--- src/rtl/io_bridge.sv ---
// io_bridge: decodes the CPU byte bus to RAM or the MMIO window; owns the UART TX FIFO, RX pop, cycle counter and stop logic.
// Read data returns one cycle after the request; io_buffer_full gives early TX back-pressure. RX pop path enabled by IO_BRIDGE_RX_EN.
module io_bridge #(
  parameter int TX_DEPTH_BIT = 4,
  parameter int FULL_MARGIN  = 2
) (
  input  logic        clk_in,
  input  logic        rst_in,
  input  logic [31:0] cpu_a,
  input  logic [7:0]  cpu_dout,
  input  logic        cpu_wr,
  output logic [7:0]  cpu_din,
  output logic        io_buffer_full,
  output logic [16:0] ram_a,
  output logic [7:0]  ram_din,
  output logic        ram_wr,
  input  logic [7:0]  ram_dout,
  output logic [7:0]  tx_data,
  output logic        tx_valid,
  input  logic        tx_ready,
  input  logic [7:0]  rx_data,
  input  logic        rx_valid,
  output logic        rx_ack,
  output logic        program_done,
  output logic        tx_overflow
);

  localparam int DEPTH = 1 << TX_DEPTH_BIT;
  localparam logic [TX_DEPTH_BIT:0] DEPTH_C  = {1'b1, {TX_DEPTH_BIT{1'b0}}};
  localparam logic [TX_DEPTH_BIT:0] MARGIN_C = FULL_MARGIN[TX_DEPTH_BIT:0];

  typedef enum logic [1:0] {
    SEL_HOLE = 2'd0,
    SEL_RAM  = 2'd1,
    SEL_IO   = 2'd2
  } sel_e;

  logic [17:0] addr;
  logic        is_io;
  logic        is_ram;
  logic        unused_hi;

  assign addr      = cpu_a[17:0];
  assign is_io     = (addr[17:16] == 2'b11);
  assign is_ram    = ~addr[17];
  assign unused_hi = ^cpu_a[31:18];

`ifndef IO_BRIDGE_RX_EN
  logic unused_rx;
  assign unused_rx = ^{rx_data, rx_valid};
`endif

  assign ram_a   = cpu_a[16:0];
  assign ram_din = cpu_dout;
  assign ram_wr  = cpu_wr & is_ram & ~rst_in;

  sel_e                    sel_q, sel_d;
  logic [7:0]              io_rdata_q, io_rdata_d;
  logic [31:0]             snap_q, snap_d;
  logic [31:0]             cyc_q;
  logic [7:0]              fifo_q [DEPTH];
  logic [TX_DEPTH_BIT-1:0] head_q, head_d, tail_q, tail_d;
  logic [TX_DEPTH_BIT:0]   count_q, count_d;
  logic                    stop_q, stop_d;
  logic                    done_q, done_d;
  logic                    ovf_q, ovf_d;
  logic                    push_req, push_ok, pop, full;
  logic [7:0]              push_byte;

  // Read side: decode region, capture IO read data, snapshot the counter.
  always_comb begin
    sel_d      = is_io ? SEL_IO : (is_ram ? SEL_RAM : SEL_HOLE);
    io_rdata_d = 8'h00;
    snap_d     = snap_q;
    rx_ack     = 1'b0;
    if (!cpu_wr && is_io) begin
      case (addr[15:0])
`ifdef IO_BRIDGE_RX_EN
        16'h0000: begin
          if (rx_valid && !rst_in) begin
            rx_ack     = 1'b1;
            io_rdata_d = rx_data;
          end
        end
`endif
        16'h0004: begin
          snap_d     = cyc_q;
          io_rdata_d = cyc_q[7:0];
        end
        16'h0005: io_rdata_d = snap_q[15:8];
        16'h0006: io_rdata_d = snap_q[23:16];
        16'h0007: io_rdata_d = snap_q[31:24];
        default:  io_rdata_d = 8'h00;
      endcase
    end
  end

  assign cpu_din = (sel_q == SEL_RAM) ? ram_dout :
                   (sel_q == SEL_IO)  ? io_rdata_q : 8'h00;

  // Write side: 0x30000 pushes nonzero bytes, 0x30004 pushes a 0x00 terminator and arms stop.
  always_comb begin
    push_req  = 1'b0;
    push_byte = cpu_dout;
    stop_d    = stop_q;
    if (cpu_wr && is_io) begin
      if (addr[15:0] == 16'h0000 && cpu_dout != 8'h00) begin
        push_req = 1'b1;
      end else if (addr[15:0] == 16'h0004) begin
        push_req  = 1'b1;
        push_byte = 8'h00;
        stop_d    = 1'b1;
      end
    end
  end

  assign tx_valid = (count_q != '0);
  assign tx_data  = fifo_q[head_q];
  assign full     = (count_q == DEPTH_C);
  assign pop      = tx_valid & tx_ready;
  // A push at full still lands when the head drains in the same cycle.
  assign push_ok  = push_req & (~full | pop);

  always_comb begin
    head_d = pop ? head_q + 1'b1 : head_q;
    tail_d = push_ok ? tail_q + 1'b1 : tail_q;
    case ({push_ok, pop})
      2'b10:   count_d = count_q + 1'b1;
      2'b01:   count_d = count_q - 1'b1;
      default: count_d = count_q;
    endcase
    ovf_d  = ovf_q | (push_req & full & ~pop);
    done_d = done_q | (stop_q & (count_q == '0));
  end

  assign io_buffer_full = ((DEPTH_C - count_q) <= MARGIN_C);
  assign program_done   = done_q;
  assign tx_overflow    = ovf_q;

  always_ff @(posedge clk_in) begin
    if (rst_in) begin
      sel_q      <= SEL_HOLE;
      io_rdata_q <= 8'h00;
      snap_q     <= 32'h0;
      cyc_q      <= 32'h0;
      head_q     <= '0;
      tail_q     <= '0;
      count_q    <= '0;
      stop_q     <= 1'b0;
      done_q     <= 1'b0;
      ovf_q      <= 1'b0;
    end else begin
      sel_q      <= sel_d;
      io_rdata_q <= io_rdata_d;
      snap_q     <= snap_d;
      cyc_q      <= cyc_q + 32'd1;
      head_q     <= head_d;
      tail_q     <= tail_d;
      count_q    <= count_d;
      stop_q     <= stop_d;
      done_q     <= done_d;
      ovf_q      <= ovf_d;
    end
  end

  always_ff @(posedge clk_in) begin
    if (!rst_in && push_ok) begin
      fifo_q[tail_q] <= push_byte;
    end
  end

endmodule
--- config.mk ---
export PLATFORM = sky130hd
export DESIGN_NAME = io_bridge
export DESIGN_NICKNAME = d
export VERILOG_FILES = /design/src/rtl/io_bridge.sv
export SDC_FILE = /design/constraint.sdc
export NUM_CORES = 1
export LEC_CHECK = 0
export CORE_MARGIN = 2
export CORE_UTILIZATION = 35
export CTS_CLUSTER_SIZE = 14
export DETAILED_ROUTE_END_ITERATION = 10
export GPL_TIMING_DRIVEN = 0
export PLACE_DENSITY_LB_ADDON = 0.2
export SLEW_MARGIN = 20
export SYNTH_ARGS = -nofsm -noshare
export SYNTH_HDL_FRONTEND = slang
export SYNTH_SLANG_ARGS = --single-unit
--- constraint.sdc ---
create_clock -name clk_in -period 3.6 [get_ports clk_in]
set_clock_uncertainty 0.15 [all_clocks]
set_input_delay 1.08 -clock clk_in [delete_from_list [all_inputs] [get_ports clk_in]]
set_output_delay 1.08 -clock clk_in [all_outputs]
set_load 0.01 [all_outputs]
**Word level (Yosys, flattened, before mapping)**

Memories as Yosys holds them, arrays and structs flattened. A register that Yosys moved wholly into a read port is not among the register bits.
Cells that the tools add are included.

- Flip-flop bits (word level): 90
- Bits in writable memories: 128
- Word-level logic and storage cells: 76
- Memories kept: 1

Memory list:

| name | words | bits a word | rd ports | clocked after Yosys merged registers in | write ports | line | source |
|---|---|---|---|---|---|---|---|
| fifo_q | 16 | 8 | 1 | 1 | 1 | 61 | `logic [7:0] fifo_q [DEPTH];` |

- Add/sub/neg operators: 6
- Order comparisons: 1
- Equal/unequal tests: 10
- Multiplexer cells: 16
- Bitwise logic cells: 16
- Reductions and logical operators: 15

Operator list:

| cell | count |
|---|---|
| 16-bit by 3-bit == test with 1-bit output, second input constant | 4 |
| 8-bit two-way mux | 5 |
| 32-bit by 1-bit adder with 32-bit output, second input constant | 1 |
| 8-bit case mux with 4 select lines | 1 |
| 16-bit zero test | 1 |
| 5-bit case mux with 2 select lines | 1 |
| 4-bit by 1-bit adder with 4-bit output, second input constant | 2 |
| 4-bit two-way mux | 2 |
| 8-bit nonzero test | 1 |
| 1-bit bitwise AND | 7 |
| 2-bit == test, second input constant | 3 |
| 1-bit two-way mux | 6 |
| 1-bit NOT | 6 |
| 5-bit by 1-bit adder with 5-bit output, second input constant | 1 |
| 5-bit == test, second input constant | 1 |
| 5-bit by 2-bit less-or-equal comparator with 1-bit output, second input constant | 1 |
| 5-bit zero test | 1 |
| 5-bit nonzero test | 1 |
| 5-bit by 1-bit subtractor with 5-bit output, second input constant | 1 |
| 5-bit subtractor, first input constant | 1 |
| 2-bit by 1-bit == test with 1-bit output, second input constant | 2 |
| 1-bit logical AND | 4 |
| 2-bit OR reduction | 2 |
| 1-bit bitwise OR | 3 |
| other kinds (5) | 6 |

**Longest topological paths before layout**

- Depth after elaboration: 8
- Mapped depth: 13
- Gate-level depth less buffers: 12

**Worst setup path before layout**

Ideal clock, no wire load.

- Path type: input to register
- From: input port cpu_a[0]
- To: memory fifo_q[1][0] (enable)
- Arrival: 2.939 ns
- Data required time: 3.055 ns
- Path slack: 0.117 ns
- Stages on the path: 6
- Cells stage by stage: buf_2 -> or3b_4 -> a31oi_4 -> nand3_2 -> buf_6 -> nor4_1

- Word-level cells in the longest chain between the ends: 8
- Elaborated cells between the ends (all ways): 10
- Classes of those cells: 1 x eq/ne; 5 x mux; 1 x bitwise; 3 x reduce/logical

Ends and longest elaborated chain:

| what | line | source |
|---|---|---|
| from (decl) | 9 | `input logic [31:0] cpu_a,` |
| 16-bit by 3-bit == test with 1-bit output / 16-bit zero test (equally long branches) | 109, 107 |  |
| 1-bit two-way mux / 1-bit logical AND (equally long branches) | 109, 107 |  |
| 1-bit two-way mux * | 107 | `if (addr[15:0] == 16'h0000 && cpu_dout != 8'h00) begin` |
| 1-bit two-way mux * | 106 | `if (cpu_wr && is_io) begin` |
| 1-bit bitwise AND * | 122 | `assign push_ok = push_req & (~full \| pop);` |
| 1-bit logical AND * | 167 | `if (!rst_in && push_ok) begin` |
| 1-bit two-way mux * | 167 |  |
| 1-bit two-way mux (implied by the code) * | 168 | `fifo_q[tail_q] <= push_byte;` |
| to (decl) | 61 |  |

Mark *: on every way between the ends. The rest lies on a longest branch, timed or not.

**Worst setup path after layout**

- From: input port cpu_dout[5]
- To: output port ram_din[5]

RTL lines:

| what | line | source |
|---|---|---|
| from (decl) | 10 | `input logic [7:0] cpu_dout,` |
| to (decl) | 15 | `output logic [7:0] ram_din,` |

No word-level cell between the ends.

==> run metrics <==
outcome=completed; Netlist Area Pre-Place=9140 um2; VDD IR max=0.288 mV; CP Max Fanout=3; remaining global-route overflow=0; Total GRT Usage=16.1%; most frequent cells in the layout=edfxtp_1, dfxtp_1, nor2_1; R2R cell count=10; Fin. Hold Viols=0; placed instance count=1071; pre-CTS setup slack=-0.818 ns; EDFF count, synth=128; die area=27400 um2; Slew HR=37.4%; worst path bufs/invs=3; fin crit period=3.55 ns; slowest CP cell=clkdlybuf4s50_1; Hold WC Path Type=flip-flop to flip-flop; post-DR vias/cell=4.96; non-filler cells, final=1123; IO Pins=108; Net count, final=846; flop2flop setup slack=0.45 ns; CTS tree=yes; number of synthesized register bits=214; post-synth top area share=42.1%; post-synthesis sequential area ratio=60.9%; worst hold endpoint=program_done; Synth Flop Type=edfxtp_1; Final setup viols=0; commonest non-fill, non-tap cell in the layout=edfxtp_1; DIE HEIGHT=166 um; H-tree levels=1; DRT Wirelength=22000 um; Core Area=25800 um2; Mapped Avg Cell Area=14.0 um2; DRC viols=0; HPWL Detailed=15500 um; Die W=166 um; Starting DRT DRC Count=432; worst-case clock buffer depth=3; top cell type by total area after synthesis=edfxtp_1; Root Driver=clkbuf_16; CTS Sinks=214; per-cell routed wire length=19.6 um; post-route ant nets=0; Worst-Skew Late Latency=0.51 ns; CTS buffer count=23; Slew @ Worst Pin=0.931 ns; largest net degree at the start of global routing=17; Initial Util=35.4%; Hold Crit Start=program_done; # diodes=0; initial antenna violation count=0; Max-Cap Viols=0; Critical Path Most Common Cell=clkdlybuf4s50_1; Syn Inst Count=651; routed via count=5568; dominant cells by area after synthesis=edfxtp_1, dfxtp_1, mux4_2, nor2_1, mux2i_1; final worst setup slack=0.0539 ns; reg2reg end=fifo_q[9][2]; post-synthesis cell type count=54; fin crit share=98.5%; hold_buf cts=0; R2R Path Start=count_q[0]; fillers=2361; share of cells above drive strength 1=21.2%; vias in the first global route=5828; CP required=2.37 ns; I/O Buffers=81; Clock transition at path regs=0.06 ns; Hold Crit Depth=2; routability cong.=0.826; Power Dens Cells=521 nW/um2; area grow syn2layout=24.0%; Synthesized Nets=726; Ys Warns=0; worst endpoint data arrival time=2.32 ns; Critical Path Start Type=primary input; First-pass DRT Iterations=4; CP Class=primary input to output port; CP max stage delay=0.57 ns; Crit path max-delay family=buffers and inverters; Fmax=0.282 GHz; first-pass GRT wire length=33300 um; Slew Limit Fails=0; Critical Path Sink Type=output port; Synth async-reset ratio=0%; crit path cell chain=clkdlybuf4s50_1 -> buf_4 -> clkdlybuf4s50_1; Rows=59; leak pwr=4.06 nW
Yosys cell counts, types with 2 or more instances:
master,number
mux2i_1,25
or3b_4,2
ha_1,13
nor3_1,7
mux4_1,4
xor2_1,20
dfxtp_1,86
nand4b_1,3
o41ai_1,2
o21ai_1,2
buf_1,9
and2_1,13
buf_6,2
a21oi_1,10
a21o_1,4
mux4_2,44
or3_1,2
nand2b_1,2
buf_2,5
a22o_1,8
a41oi_1,2
o211ai_1,3
and3_1,5
clkbuf_1,13
inv_1,12
nand3_1,17
nand4_1,13
nor2_1,82
nor2b_1,14
nand2_1,22
nor4_1,9
edfxtp_1,128
buf_4,29
and4_1,6
o21ai_0,3
xnor2_1,12
state kept, by name, indices dropped and copies added, names as in the netlist, named ones only:
| signal | cells |
|---|---|
| fifo_q | 128 |
| tx_overflow | 1 |
| head_q | 4 |
| io_rdata_q | 8 |
| sel_q | 2 |
| snap_q | 24 |
| cyc_q | 32 |
| program_done | 1 |
| tail_q | 4 |
| count_q | 5 |
| stop_q | 1 |
metrics by stage:
| stage | hold WS, ns | TNS, ns | total power, mW | util, % | cell area (um2) |
|---|---|---|---|---|---|
| final | 0.324 | 0 | 5.90 | 43.9 | 11300 |
| after floorplan | 0.276 | 0 | 3.35 | - | 9140 |
| after global routing | 0.360 | -0.0183 | 6.16 | 43.9 | 11300 |
| after global placement | 0.307 | -98.05 | 3.70 | 40.1 | 10400 |
| after CTS | 0.338 | -0.169 | 6.02 | 44.0 | 11400 |
| after detailed placement | 0.310 | -86.27 | 3.72 | 40.3 | 10400 |
power by group:
group / internal (mW) / total, mW / switching (mW) / leakage (nW)
clock network: 1.20 / 2.12 / 0.921 / 0.329
registers: 2.63 / 2.69 / 0.0610 / 1.85
logic: 0.588 / 1.09 / 0.502 / 1.88
total: 4.42 / 5.90 / 1.48 / 4.06
layer usage:
| metal | share of wire (%) | global-route usage (%) | vias up |
|---|---|---|---|
| li1 | - | - | 2644 |
| met1 | 43 | 20.8 | 2787 |
| met2 | 51 | 28.4 | 96 |
| met3 | 3.4 | 2.12 | 41 |
| met4 | 2.7 | 4.74 | 0 |
| met5 | 0 | 0 | - |
cell families after synthesis:
logic type / Yosys count / share of synthesized area (%)
and+or+nand+nor: 205 / 11.5
adders and majority gates: 14 / 2.00
muxes: 74 / 14.9
buffers and inverters: 70 / 4.30
other: 1 / 0.0410
DFF: 214 / 60.9
AOI/OAI and AO/OA: 41 / 3.33
xor gates and xnor gates: 32 / 3.07
area by class of cell:
cell class              count  area (um2)  share of cell area [%]
clock buffers              31         616                    5.43
repair buffers             97         946                    8.35
flip-flops and latches    214        5570                    49.2
multi-input cells         367        3280                    29.0
well taps                 335         419                    3.70
plain buffers              56         397                    3.50
inverters                  12        45.0                   0.397
clock inverters            11        55.1                   0.486
repair_timing:
action,CTS,global route
cloned,2,0
pin swaps,3,6
resized for setup,79,22
setup endpoints to repair,95,43
setup buffers,13,3
how the worst max path moves through the flow:
stage,startpoint,depth (start not counted),to,slack (ns)
2_1_floorplan,cpu_a[0],6,fifo_q[1][0],0.12
3_3_place_gp,cpu_a[17],7,fifo_q[1][4],-1.22
3_5_place_dp,cpu_dout[2],11,count_q[4],-0.82
4_1_cts,flip-flop,6,tx_data[2],-0.07
5_1_grt,cpu_a[5],13,count_q[3],-0.02
6_report,cpu_dout[5],3,ram_din[5],0.05
worst reg2reg max path: stages, from the launching register on:
cell and delay [ns]:
dfxtp_2 0.41, inv_1 0.10, ha_1 0.23, nor3b_2 0.18, ha_2 0.21, nand2b_1 0.21, nand2_1 0.15, nand3_2 0.10
buf_6 0.16, or3b_4 0.41, nor2_2 0.48
(Power assumes the default switching activity.)
==> patch, RTL diff (same flow settings) <==
The 3 values of `sel_e` get a one-hot encoding in 3 bits.
--- a/src/rtl/io_bridge.sv
+++ b/src/rtl/io_bridge.sv
@@ -31,6 +31,6 @@
 
-  typedef enum logic [1:0] {
-    SEL_HOLE = 2'd0,
-    SEL_RAM  = 2'd1,
-    SEL_IO   = 2'd2
+  typedef enum logic [2:0] {
+    SEL_HOLE = 3'b001,
+    SEL_RAM  = 3'b010,
+    SEL_IO   = 3'b100
   } sel_e;
Function: no difference found for any inputs over 10 cycles, from zero or initial values and one cycle with rst_in high; not proved beyond that.
==> patch against the unedited design <==
Sequential cell count increased by 1. Sequential power increased by 2%. Cell area increased by 2.4%. Critical endpoint is now tx_data[6]. Global-route usage decreased by 0.82 points. Clock power increased by 8%. Routed wire length decreased by 3.7%. Final cell count increased by 4.2%. Synthesized area increased by 0.93%. Largest power group unchanged. Worst setup slack got worse by 25 ps. Count of clock-buffer cells in the layout increased by 1. Worst hold slack got worse by 29 ps. Maximum frequency decreased by 0.71%. Power increased by 10%.
==> patch: results (changes against the unedited design) <==
INFO  metric vias_per_cell = 4.90 (-1.1%)
INFO  metric p_switching = 0.00167 W (+13%)
INFO  metric cts_resized = 72 (-8.9%)
INFO  metric outcome = completed
INFO  metric drive_above_1_share = 0.212 (about the same)
INFO  metric grt_usage = 0.153 (-0.00821)
INFO  metric antenna_found_initial = 1 (+1)
INFO  metric port_buffers = 83 (+2.5%)
INFO  metric filler_cell_count = 2401 (+1.7%)
INFO  metric seq_area_frac_synth = 0.606 (-0.00345)
INFO  metric ctsRootBufferMaster = clkbuf_16
INFO  metric finalNetCount = 894 (+5.7%)
INFO  metric instances_no_fill = 1170 (+4.2%)
INFO  metric placedCellCount = 1116 (+4.2%)
INFO  metric detailedRoute.firstIterationViolations = 369 (-15%)
INFO  metric dpl_cell_area = 10500 um^2 (+0.50%)
INFO  metric yosysUniqueCellTypes = 49 (-9.3%)
INFO  metric numCtsBuffers = 24 (+4.3%)
INFO  metric routed_wire_length_per_instance = 18.1 um (-7.6%)
INFO  metric max_slew_margin = 0.577 (+0.202)
INFO  metric hpwl = 14900 um (-3.8%)
INFO  metric timing.critical_path.max_delay_family = multiplexers
INFO  metric drcViolationCount = 0 (unchanged)
INFO  metric pre_cts_ws = -1010 ps (-190 ps)
INFO  metric synth.top_cells.by_area = edfxtp_1 42%, dfxtp_1 19%, mux4_2 12%
INFO  metric p_leak = 3.80 nW (-6.3%)
INFO  metric grt_first_pass_wirelength = 33300 um (about the same)
INFO  metric globalplace.congestion = 0.783 (-5.1%)
INFO  metric number_of_global_route_vias_before_repair = 5730 (-1.7%)
INFO  metric post-cts-setup-buffers = 2 (-11)
INFO  metric dr.pass1.iters = 6 (+2)
INFO  metric sum_of_overflow_across_all_layers_after_global_routing = 0 (unchanged)
INFO  metric async_reset_ff_frac = 0 (unchanged)
INFO  metric peakVddDrop = 0.000324 V (+12%)
INFO  metric syn_nets = 773 (+6.5%)
INFO  metric critical_path_cell_with_the_highest_stage_delay = mux4_2
INFO  metric critPathMaxFanout = 10 (+7)
INFO  metric cp_slowest_stage_delay = 540 ps (-30 ps)
INFO  metric postSynthCellCount = 698 (+7.2%)
patch: changes by cell type after synthesis, moves of 5 or more:
cell and change:
a21oi_1 +26, xnor2_1 +9, nand2b_1 +8, xor2_1 -8
nand2_1 +45, nor3_1 +6, nand4_1 -5, buf_2 +6
a22o_1 -8, nor2_1 -10, mux2i_1 -22, a22oi_1 +8
patch: final timing paths:
kind              start            end  slack (ps)  depth (start not counted)
max                flop     tx_data[6]          30                          4
min              stop_q         stop_q         290                          2
max reg2reg  count_q[0]  fifo_q[10][3]         360                         10
min reg2reg      stop_q         stop_q         290                          2
patch: layout make-up:
cell class / instances / area [um^2] / area share
Buffer: 57 / 409 / 0.0353
Clock inverter: 10 / 88.8 / 0.00766
Sequential cell: 215 / 5590 / 0.482
Tap cell: 335 / 419 / 0.0361
Inverter: 14 / 52.6 / 0.00453
Timing Repair Buffer: 95 / 1010 / 0.0872
Multi-Input combinational cell: 412 / 3380 / 0.291
Clock buffer: 32 / 651 / 0.0561
patch: power by group through the flow:
stage               registers, W  clock network (W)  logic [W]
finish                   0.00275            0.00229    0.00145
global route             0.00276            0.00244    0.00159
CTS                      0.00274            0.00234    0.00134
detailed placement       0.00277                  0    0.00131
global placement         0.00277                  0    0.00130
floorplan                0.00275                  0   0.000869
patch: metal layers:
metal  GRT usage  vias to the layer above  wire length [um]
met5           0                        -                 0
met4      0.0296                        0               330
met3      0.0288                       26              1150
met2       0.261                      130             10500
met1       0.207                     2785              9130
li1            -                     2794                 -
patch: logic make-up (layout without fill, tap and decap cells):
family,after synthesis,count (layout),share of synthesized area
mux,52,52,0.122
compound gates,60,61,0.0380
xor+xnor,33,33,0.0313
flops,215,215,0.606
other cells,1,1,0.000407
simple gates,251,251,0.140
buf+inv,72,208,0.0430
fa+ha+maj,14,14,0.0198
